<file path="src/rtl/mem_port_arbiter.sv">
// Arbitrates the fetch and data ports onto one single-ported memory.
// One transaction in flight; round-robin on simultaneous requests.
module mem_port_arbiter #(
    parameter int ADDR_W = 32,
    parameter int DATA_W = 32
) (
    input  logic              clk,
    input  logic              rst,
    input  logic              if_req,
    input  logic [ADDR_W-1:0] if_addr,
    output logic              if_gnt,
    output logic              if_rvalid,
    output logic [DATA_W-1:0] if_rdata,
    input  logic              dm_req,
    input  logic              dm_we,
    input  logic [ADDR_W-1:0] dm_addr,
    input  logic [DATA_W-1:0] dm_wdata,
    output logic              dm_gnt,
    output logic              dm_rvalid,
    output logic [DATA_W-1:0] dm_rdata,
    output logic              mem_req,
    output logic              mem_we,
    output logic [ADDR_W-1:0] mem_addr,
    output logic [DATA_W-1:0] mem_wdata,
    input  logic              mem_gnt,
    input  logic              mem_rvalid,
    input  logic [DATA_W-1:0] mem_rdata,
    output logic              busy,
    output logic              spurious_rsp
);

    typedef enum logic [1:0] {
        IDLE  = 2'd0,
        ISSUE = 2'd1,
        WAIT  = 2'd2
    } state_e;

    localparam logic OWN_IF = 1'b0;
    localparam logic OWN_DM = 1'b1;

    state_e            state_q, state_d;
    logic              owner_q, owner_d;
    logic              last_q, last_d;
    logic              we_q, we_d;
    logic [ADDR_W-1:0] addr_q, addr_d;
    logic [DATA_W-1:0] wdata_q, wdata_d;
    logic              if_win, dm_win;

    always_ff @(posedge clk or negedge rst) begin
        if (!rst) begin
            state_q <= IDLE;
            owner_q <= OWN_IF;
            last_q  <= OWN_DM;
            we_q    <= 1'b0;
            addr_q  <= '0;
            wdata_q <= '0;
        end else begin
            state_q <= state_d;
            owner_q <= owner_d;
            last_q  <= last_d;
            we_q    <= we_d;
            addr_q  <= addr_d;
            wdata_q <= wdata_d;
        end
    end

    // The port that did not win last time takes a tie.
    assign if_win = if_req && (!dm_req || (last_q == OWN_DM));
    assign dm_win = dm_req && !if_win;

    always_comb begin
        state_d      = state_q;
        owner_d      = owner_q;
        last_d       = last_q;
        we_d         = we_q;
        addr_d       = addr_q;
        wdata_d      = wdata_q;
        if_gnt       = 1'b0;
        dm_gnt       = 1'b0;
        if_rvalid    = 1'b0;
        dm_rvalid    = 1'b0;
        if_rdata     = '0;
        dm_rdata     = '0;
        mem_req      = 1'b0;
        mem_we       = 1'b0;
        mem_addr     = '0;
        mem_wdata    = '0;
        busy         = 1'b0;
        unique case (state_q)
            IDLE: begin
                if (rst && (if_win || dm_win)) begin
                    if_gnt  = if_win;
                    dm_gnt  = dm_win;
                    owner_d = dm_win;
                    last_d  = dm_win;
                    we_d    = dm_win & dm_we;
                    addr_d  = dm_win ? dm_addr : if_addr;
                    wdata_d = dm_win ? dm_wdata : '0;
                    state_d = ISSUE;
                end
            end
            ISSUE: begin
                busy      = 1'b1;
                mem_req   = 1'b1;
                mem_we    = we_q;
                mem_addr  = addr_q;
                mem_wdata = wdata_q;
                if (mem_gnt) begin
                    state_d = WAIT;
                end
            end
            WAIT: begin
                busy = 1'b1;
                if (mem_rvalid) begin
                    if (owner_q == OWN_DM) begin
                        dm_rvalid = 1'b1;
                        dm_rdata  = mem_rdata;
                    end else begin
                        if_rvalid = 1'b1;
                        if_rdata  = mem_rdata;
                    end
                    state_d = IDLE;
                end
            end
            default: begin
                state_d = IDLE;
            end
        endcase
    end

    assign spurious_rsp = rst && mem_rvalid && (state_q != WAIT);

endmodule

</file>
<file path="config.mk">
export PLATFORM = sky130hd
export DESIGN_NAME = mem_port_arbiter
export DESIGN_NICKNAME = d
export VERILOG_FILES = /design/src/rtl/mem_port_arbiter.sv
export SDC_FILE = /design/constraint.sdc
export NUM_CORES = 1
export LEC_CHECK = 0
export CORE_AREA = 5 5 154 82
export DETAILED_ROUTE_END_ITERATION = 16
export DIE_AREA = 0 0 159 87
export PLACE_DENSITY = 0.8
export RECOVER_POWER = 50
export SLEW_MARGIN = 20
export SYNTH_ARGS = -nofsm -noshare
export SYNTH_HDL_FRONTEND = slang
export SYNTH_SLANG_ARGS = --single-unit
export TNS_END_PERCENT = 30
</file>
<file path="constraint.sdc">
create_clock -name clk -period 2.2 [get_ports clk]
set_input_delay 0.33 -clock clk [delete_from_list [all_inputs] [get_ports clk]]
set_output_delay 0.33 -clock clk [all_outputs]
set_load 0.05 [all_outputs]
</file>
==> metrics.yaml <==
status: "finished clean"
dr.pass1.iters: 4
final_area_mm2: 0.00837
viasPerCell: 4.84
p_per_area_mw_per_mm2: 1250
start_util_pct: 33.7
period_minus_slack_ns: 2.13
io-pin-count: 271
crit_path_end_kind: "primary output"
yosys.area.top_type_share_pct: 44.6
clk_pin_slew_ns: 0.06
fill_cells: 747
r2r_slack_ns: 0.14
die_area_mm2: 0.0138
diodes: 0
numCtsBuffers: 9
worst_pin_slew_ns: 0.856
worstReg2RegEnd: "wdata_q[29]"
clkSinkCount: 69
cts_tree: "built"
finalClockSkew_ns: 0.00796
antenna_found_initial: 0
synth_warnings: 0
ys_async_sr_fraction_pct: 100
hp-class: "flip-flop to flip-flop"
synth_edf_count: 0
drive_gt1_share_pct: 26.0
post-synth-top-count-cell: "and2_1"
ys_seq_area_share_pct: 45.3
drt_iter0_markers: 224
cp-start-kind: "flip-flop"
crit_start: "state_q[0]"
num_rows: 28
io_buffer_count: 270
placed_area_mm2: 0.00801
tns_ns: 0
nets: 823
synthCells: 420
maxCapViolCount: 0
crit_type: "flip-flop to primary output"
crit_fanout: 10
fp.dieW_um: 159
place_hpwl_um: 12800
reg2reg_depth: 6
relSlewSlack_pct: 42.9
gp_congestion: 0.857
fmax_mhz: 469
avgSynthCellArea_um2: 9.08
rsz0062_at_grt: "true"
crit_end: "if_rdata[1]"
vdd_drop_max_v: 0.000641
h-tree-depth: 3
synth_area_mm2: 0.00381
clock_path_buffers: 2
grt_first_pass_wirelength_um: 24600
finalPower_mw: 10.4
critical_path.cell_chain: "inv_2 > ha_2 > nand2_1 > nor2_4 > buf_6 > and2_1 > buf_12"
antenna_left: 0
hold_viol: 0
track_usage_pct: 22.7
yosys-top-cells-area: "dfrtp_1, and2_1, a21oi_1"
required_ns: 1.87
syn-num-nets: 560
max_stage_delay_ns: 0.40
num_vias: 4056
overflow: 0
synthTopCellsByCount: "and2_1, dfrtp_1, a21oi_1"
grt_max_degree: 70
slew_viol_final: 0
syn2layout_area_growth_pct: 120
ys_types: 25
root_buffer: "clkbuf_16"
ys_ff_latch: 69
final_cells: 838
period_share_pct: 96.9
arrival_ns: 1.80
first_global_vias: 4108
coreArea_mm2: 0.0113
finalSetupViolCount: 0
final_util_pct: 74.0
synthFlopType: "dfrtp_1"
p_leak_nw: 3.60
reg2reg_from: "state_q[1]"
yosys.area.top_type: "dfrtp_1"
clk_latency_ns: 0.33
crit_slowest_cell: "dfrtp_2"
holdBufCountCts: 0
dp.cells: 818
drc: 0
fp.dieH_um: 87
wl_per_cell_um: 19.6
wirelength_um: 16400
hold_depth: 1
==> layout by cell type (no fill, tap or decap), types with 10 or more instances in the layout <==
cell,instances
clkdlybuf4s50_1,133
nand2_1,34
buf_12,139
a22o_1,33
clkbuf_16,10
and2_1,125
a21oi_1,65
nor2_1,33
dfrtp_1,67
==> power by group <==
part | switching (mW) | internal (mW)
Combinational | 3.65 | 3.11
Sequential | 0.331 | 1.89
Clock | 0.551 | 0.915
Total | 4.53 | 5.92
==> layout make-up <==
cell class | count | area (µm²) | share of cell area (%)
clock buffer | 10 | 239 | 2.85
tap | 150 | 188 | 2.24
sequential | 69 | 1730 | 20.6
clock inverter | 6 | 71.3 | 0.852
multi-input combinational | 313 | 1900 | 22.7
inverter | 5 | 18.8 | 0.224
timing repair buffer | 285 | 4230 | 50.5
==> per-stage QoR <==
step / hold WS [ns] / setup WS, ns
after floorplan: 0.0344 / 0.103
after global placement: 0.481 / 0.206
after detailed placement: 0.483 / 0.126
after CTS: 0.339 / 0.00233
after global routing: 0.509 / -0.0313
final: 0.496 / 0.0688
==> timing repair <==
item | CTS | global route
endpoints found under the setup margin | 70 | 64
pin swaps | 0 | 0
setup buffers | 0 | 1
gates cloned | 0 | 3
gates resized for setup | 5 | 14
==> state kept, by name, indices dropped and copies added, names as in the netlist <==
register	count
addr_q	32
last_q	1
owner_q	1
state_q	2
wdata_q	32
we_q	1
==> metal layers <==
layer  wire length (µm)  GRT usage, %  part of all wire [%]
met5                  0             0                     0
met4                155          4.18                  0.94
met3               1430          8.89                   8.7
met2               7690          36.7                    47
met1               7130          29.6                    43
==> worst max-delay path: cells and delay by family (launching register included) <==
family,cells,cell delay (ns)
simple gates,3,0.47
buf+inv,3,0.40
fa+ha+maj,1,0.20
flops,1,0.40
==> worst min path at each step <==
stage / slack (ns) / from / end
finish: 0.50 / wdata_q[12] / wdata_q[12]
floorplan: 0.03 / rst / addr_q[0]
global placement: 0.48 / wdata_q[30] / wdata_q[30]
CTS: 0.34 / rst / wdata_q[14]
global route: 0.51 / wdata_q[12] / wdata_q[12]
detailed placement: 0.48 / wdata_q[0] / wdata_q[0]
==> kinds of logic (layout without fill, tap and decap cells) <==
group / Yosys count / in the layout / share of synthesized area, %
mux: 2 / 2 / 0.590
buf+inv: 38 / 306 / 5.54
compound gates: 106 / 106 / 18.3
fa+ha+maj: 5 / 5 / 1.64
flops: 69 / 69 / 45.3
simple gates: 200 / 200 / 28.7
Power figures use the tool's default switching activity.
==> RTL edit 1: new RTL, same flow settings <==
`addr_q` and `wdata_q` no longer have a reset.
--- a/src/rtl/mem_port_arbiter.sv
+++ b/src/rtl/mem_port_arbiter.sv
@@ -52,16 +52,17 @@
             owner_q <= OWN_IF;
             last_q  <= OWN_DM;
             we_q    <= 1'b0;
-            addr_q  <= '0;
-            wdata_q <= '0;
         end else begin
             state_q <= state_d;
             owner_q <= owner_d;
             last_q  <= last_d;
             we_q    <= we_d;
-            addr_q  <= addr_d;
-            wdata_q <= wdata_d;
         end
+    end
+
+    always_ff @(posedge clk) begin
+        addr_q  <= addr_d;
+        wdata_q <= wdata_d;
     end
 
     // The port that did not win last time takes a tie.
Formal check against the unedited RTL: same outputs for any inputs over 10 cycles, from zero or initial values and one cycle with rst low; that may be too few to reach the edited logic, so the function may still have changed.
==> RTL edit 1 against the original RTL <==
  * Highest routed layer unchanged
  * Clock skew is 4.4 ps higher
  * Synthesized area decreased by 2.1%
  * Global-route usage is 2.6 points lower
  * Power down 17%
  * Design area grew 0.18%
  * Sequential power shrank 17%
  * Via count fell by 19%
  * Sequential cell count unchanged
  * Register-to-register slack better by 70 ps
  * Setup slack got worse by 31 ps
  * Critical endpoint is now dm_rdata[0]
  * Wire length is 9.6% lower
==> RTL edit 1: results <==
[logic_synthesis]
ys_seq_elements = 69
synth_fa_ha_area_frac = 0.0168
synth_cells = 308
synthFlopType = edfxtp_1
synthTopCellsByArea = edfxtp_1 (51%), and2_1 (27%), mux2_2 (9.7%), dfrtp_1 (2.7%), ha_1 (1.7%)
synth_compound_area_frac = 0.0255
seq_area_frac_synth = 0.549
synth.area.mux_share = 0.103
synth_common_cells = and2_1 (161), edfxtp_1 (64), mux2_2 (32)
synth_nets = 448
synth_edf_count = 64
async_flop_share = 0.0725

[global_route]
grtUsageMet1 = 0.245
grt_max_degree = 35
use_met3 = 0.0837
met2_usage = 0.346
grt_pass1_vias = 3583

[critical_path]
worst-r2r-setup-slack_ps = 210
cp.arrival_ps = 1830
critPathTopFamily = buffers and inverters
crit_slowest_cell = dfrtp_1

[placed_design]
pre_cts_slack_ps = 136
gp_congestion = 0.787
dp_hpwl_um = 12100
dpl.cell_count = 721
placed_area_um2 = 8060

[routing]
avgViaCountPerCell = 4.45
drt_iter0_markers = 124
wl_per_cell_um = 20.1
routed_wl_um = 14800

[cells_and_area]
nClkBuffers = 10
regArea_um2 = 2050
multi_input_area_share = 0.195
multi_input_gates = 214
inverters = 6
buffers = 284
buffer_area_frac = 0.503
drive_above_1_share = 0.385
clock_area_frac = 0.0328
fin_area_um2 = 8390

[sta]
finClkSkew_ps = 12.4
setup_ws_ps = 37.8
whs_ps = 508
maxSlewHeadroom = 0.581

[clock_network]
postCtsSetupBuffers = 1
post_cts_resize_count = 6

[worst_hold_path]
hold_class = flop to flop
hold_path_depth = 1

[pwr]
switching_share = 0.416
power.total_w = 0.00871
peakVddDrop_v = 0.000713
p_comb_frac = 0.638

[outcome]
outcome = finished, final reports clean
-- RTL edit 1: cell types whose count changed in the layout (fill, tap and decap cells not counted), moves of 3 or more --
cell,delta
a21oi_1,-65
and2_4,+17
nand2_1,-32
and2_0,+20
edfxtp_1,+64
and2_1,-6
mux2_2,+32
nor2_1,-32
dfrtp_1,-63
a22o_1,-32
buf_6,-3
-- RTL edit 1: worst paths after layout --
check	startpoint	endpoint
setup / recovery	state_q[0]$_DFFE_PN0P_	dm_rdata[0]
max in group asynchronous	rst	last_q$_DFFE_PN1P_
hold reg to reg	we_q$_DFFE_PN0P_	we_q$_DFFE_PN0P_
hold / removal	we_q$_DFFE_PN0P_	we_q$_DFFE_PN0P_
setup reg to reg	state_q[1]$_DFFE_PN0P_	wdata_q[29]$_SDFFCE_PN0P_
min in group asynchronous	rst	state_q[1]$_DFFE_PN0P_
-- RTL edit 1: layer usage --
layer  routed length (um)  vias up
li1                     -     1588
met4                  119        0
met1                 6060     1579
met3                 1070        8
met2                 7580      115
met5                    0        -
==> RTL edit 2: new RTL, same flow settings <==
Without the edit above. `DATA_W`: 32 -> 24.
--- a/src/rtl/mem_port_arbiter.sv
+++ b/src/rtl/mem_port_arbiter.sv
@@ -2,7 +2,7 @@
 // One transaction in flight; round-robin on simultaneous requests.
 module mem_port_arbiter #(
     parameter int ADDR_W = 32,
-    parameter int DATA_W = 32
+    parameter int DATA_W = 24
 ) (
     input  logic              clk,
     input  logic              rst,
Interface: changed (5 resized); port bits go from 271 to 231. No check against the original RTL was run, so the function may have changed too.
==> RTL edit 2 against the original RTL <==
  * Design area is 13% lower
  * Count of clock-buffer cells in the layout is 2 higher
  * Wire length is 18% lower
  * Highest routed layer unchanged
  * Power is 9.4% lower
  * Sequential cell count is 8 lower
  * Setup slack better by 31 ps
  * Maximum frequency is 1.5% higher
  * Synthesized area is 12% lower
==> RTL edit 2: results <==
[cells_and_area]
clock_area_frac = 0.0446
regArea_um2 = 1530
layout.nets = 726
nFillCells = 858
buffers = 244
layoutNonFillerInstCount = 756
multi_input_area_share = 0.231
reg_top3 = addr_q x32, wdata_q x24, state_q x2
drive_above_1_share = 0.249
seq_cell_count = 61
seq_share = 0.210
multi_input_gates = 281
nClkBuffers = 12
buffer_area_frac = 0.487

[placed_design]
placed_area_um2 = 6920
io_buffers = 230
gp_congestion = 0.818
dpl.cell_count = 738
pre_cts_slack_ps = 171

[routing]
drt_iter0_markers = 212
vias = 3608
routed_wl_um = 13400

[sta]
whs_ps = 310
worst_pin_slew_ps = 1320
setup_ws_ps = 99.7
finClkSkew_ps = 7.26

[logic_synthesis]
synth_nets = 499
synth_common_cells = and2_1 (105), a21oi_1 (65), dfrtp_1 (60)
synth.area.mux_share = 0.00672
synth_compound_area_frac = 0.187
synth_cells = 375
seq_area_frac_synth = 0.456
synthTopCellsByArea = dfrtp_1 (45%), and2_1 (20%), a21oi_1 (9.7%), a22o_1 (6.5%), nand2_1 (3.8%)
synth_fa_ha_area_frac = 0.0187

[critical_path]
crit_type = flop to primary output
cp_max_fo = 25
ff2ff_path_depth = 5
cp.arrival_ps = 1770
setup.worst_path.end = dm_rdata[18]
worstReg2RegEnd = wdata_q[0]$_DFFE_PN0P_
worst-r2r-setup-slack_ps = 230
max_stage_delay_ps = 440

[clock_network]
cts_max_path_buffers = 2
htreeDepth = 3
clk_latency_ps = 320
post_cts_resize_count = 2

[global_route]
grt_use_total = 0.189
grt_pass1_vias = 3707
grt_antenna_before_repair = 0
grt_pass1_wl_um = 20900
grt_max_degree = 53

[pwr]
switching_share = 0.423
leakage_nw = 3.15
peakVddDrop_v = 0.000576

[worst_hold_path]
hold_class = input port to asynchronous set/reset pin

[outcome]
outcome = finished, final reports clean
-- RTL edit 2: critical path, delay by kind of cell (launching register included) --
family | cells | cell delay [ps]
AND/OR/NAND/NOR | 2 | 410
adder cells (fa/ha/maj) | 1 | 200
flip-flops | 1 | 440
buffers and inverters | 3 | 410
-- RTL edit 2: power groups by stage --
stage               clock, W  sequential [W]  combinational [W]
floorplan                  0         0.00187            0.00313
global placement           0         0.00193            0.00587
detailed placement         0         0.00197            0.00599
CTS                  0.00157         0.00196            0.00602
global route         0.00163         0.00204            0.00625
finish               0.00153         0.00197            0.00597
-- RTL edit 2: metal layers --
layer | GRT usage | part of all wire | up-vias
met5 | 0 | 0 | -
met4 | 0.0255 | 0.0020 | 0
met3 | 0.0681 | 0.082 | 4
met2 | 0.315 | 0.48 | 162
met1 | 0.246 | 0.44 | 1747
li1 | - | - | 1695
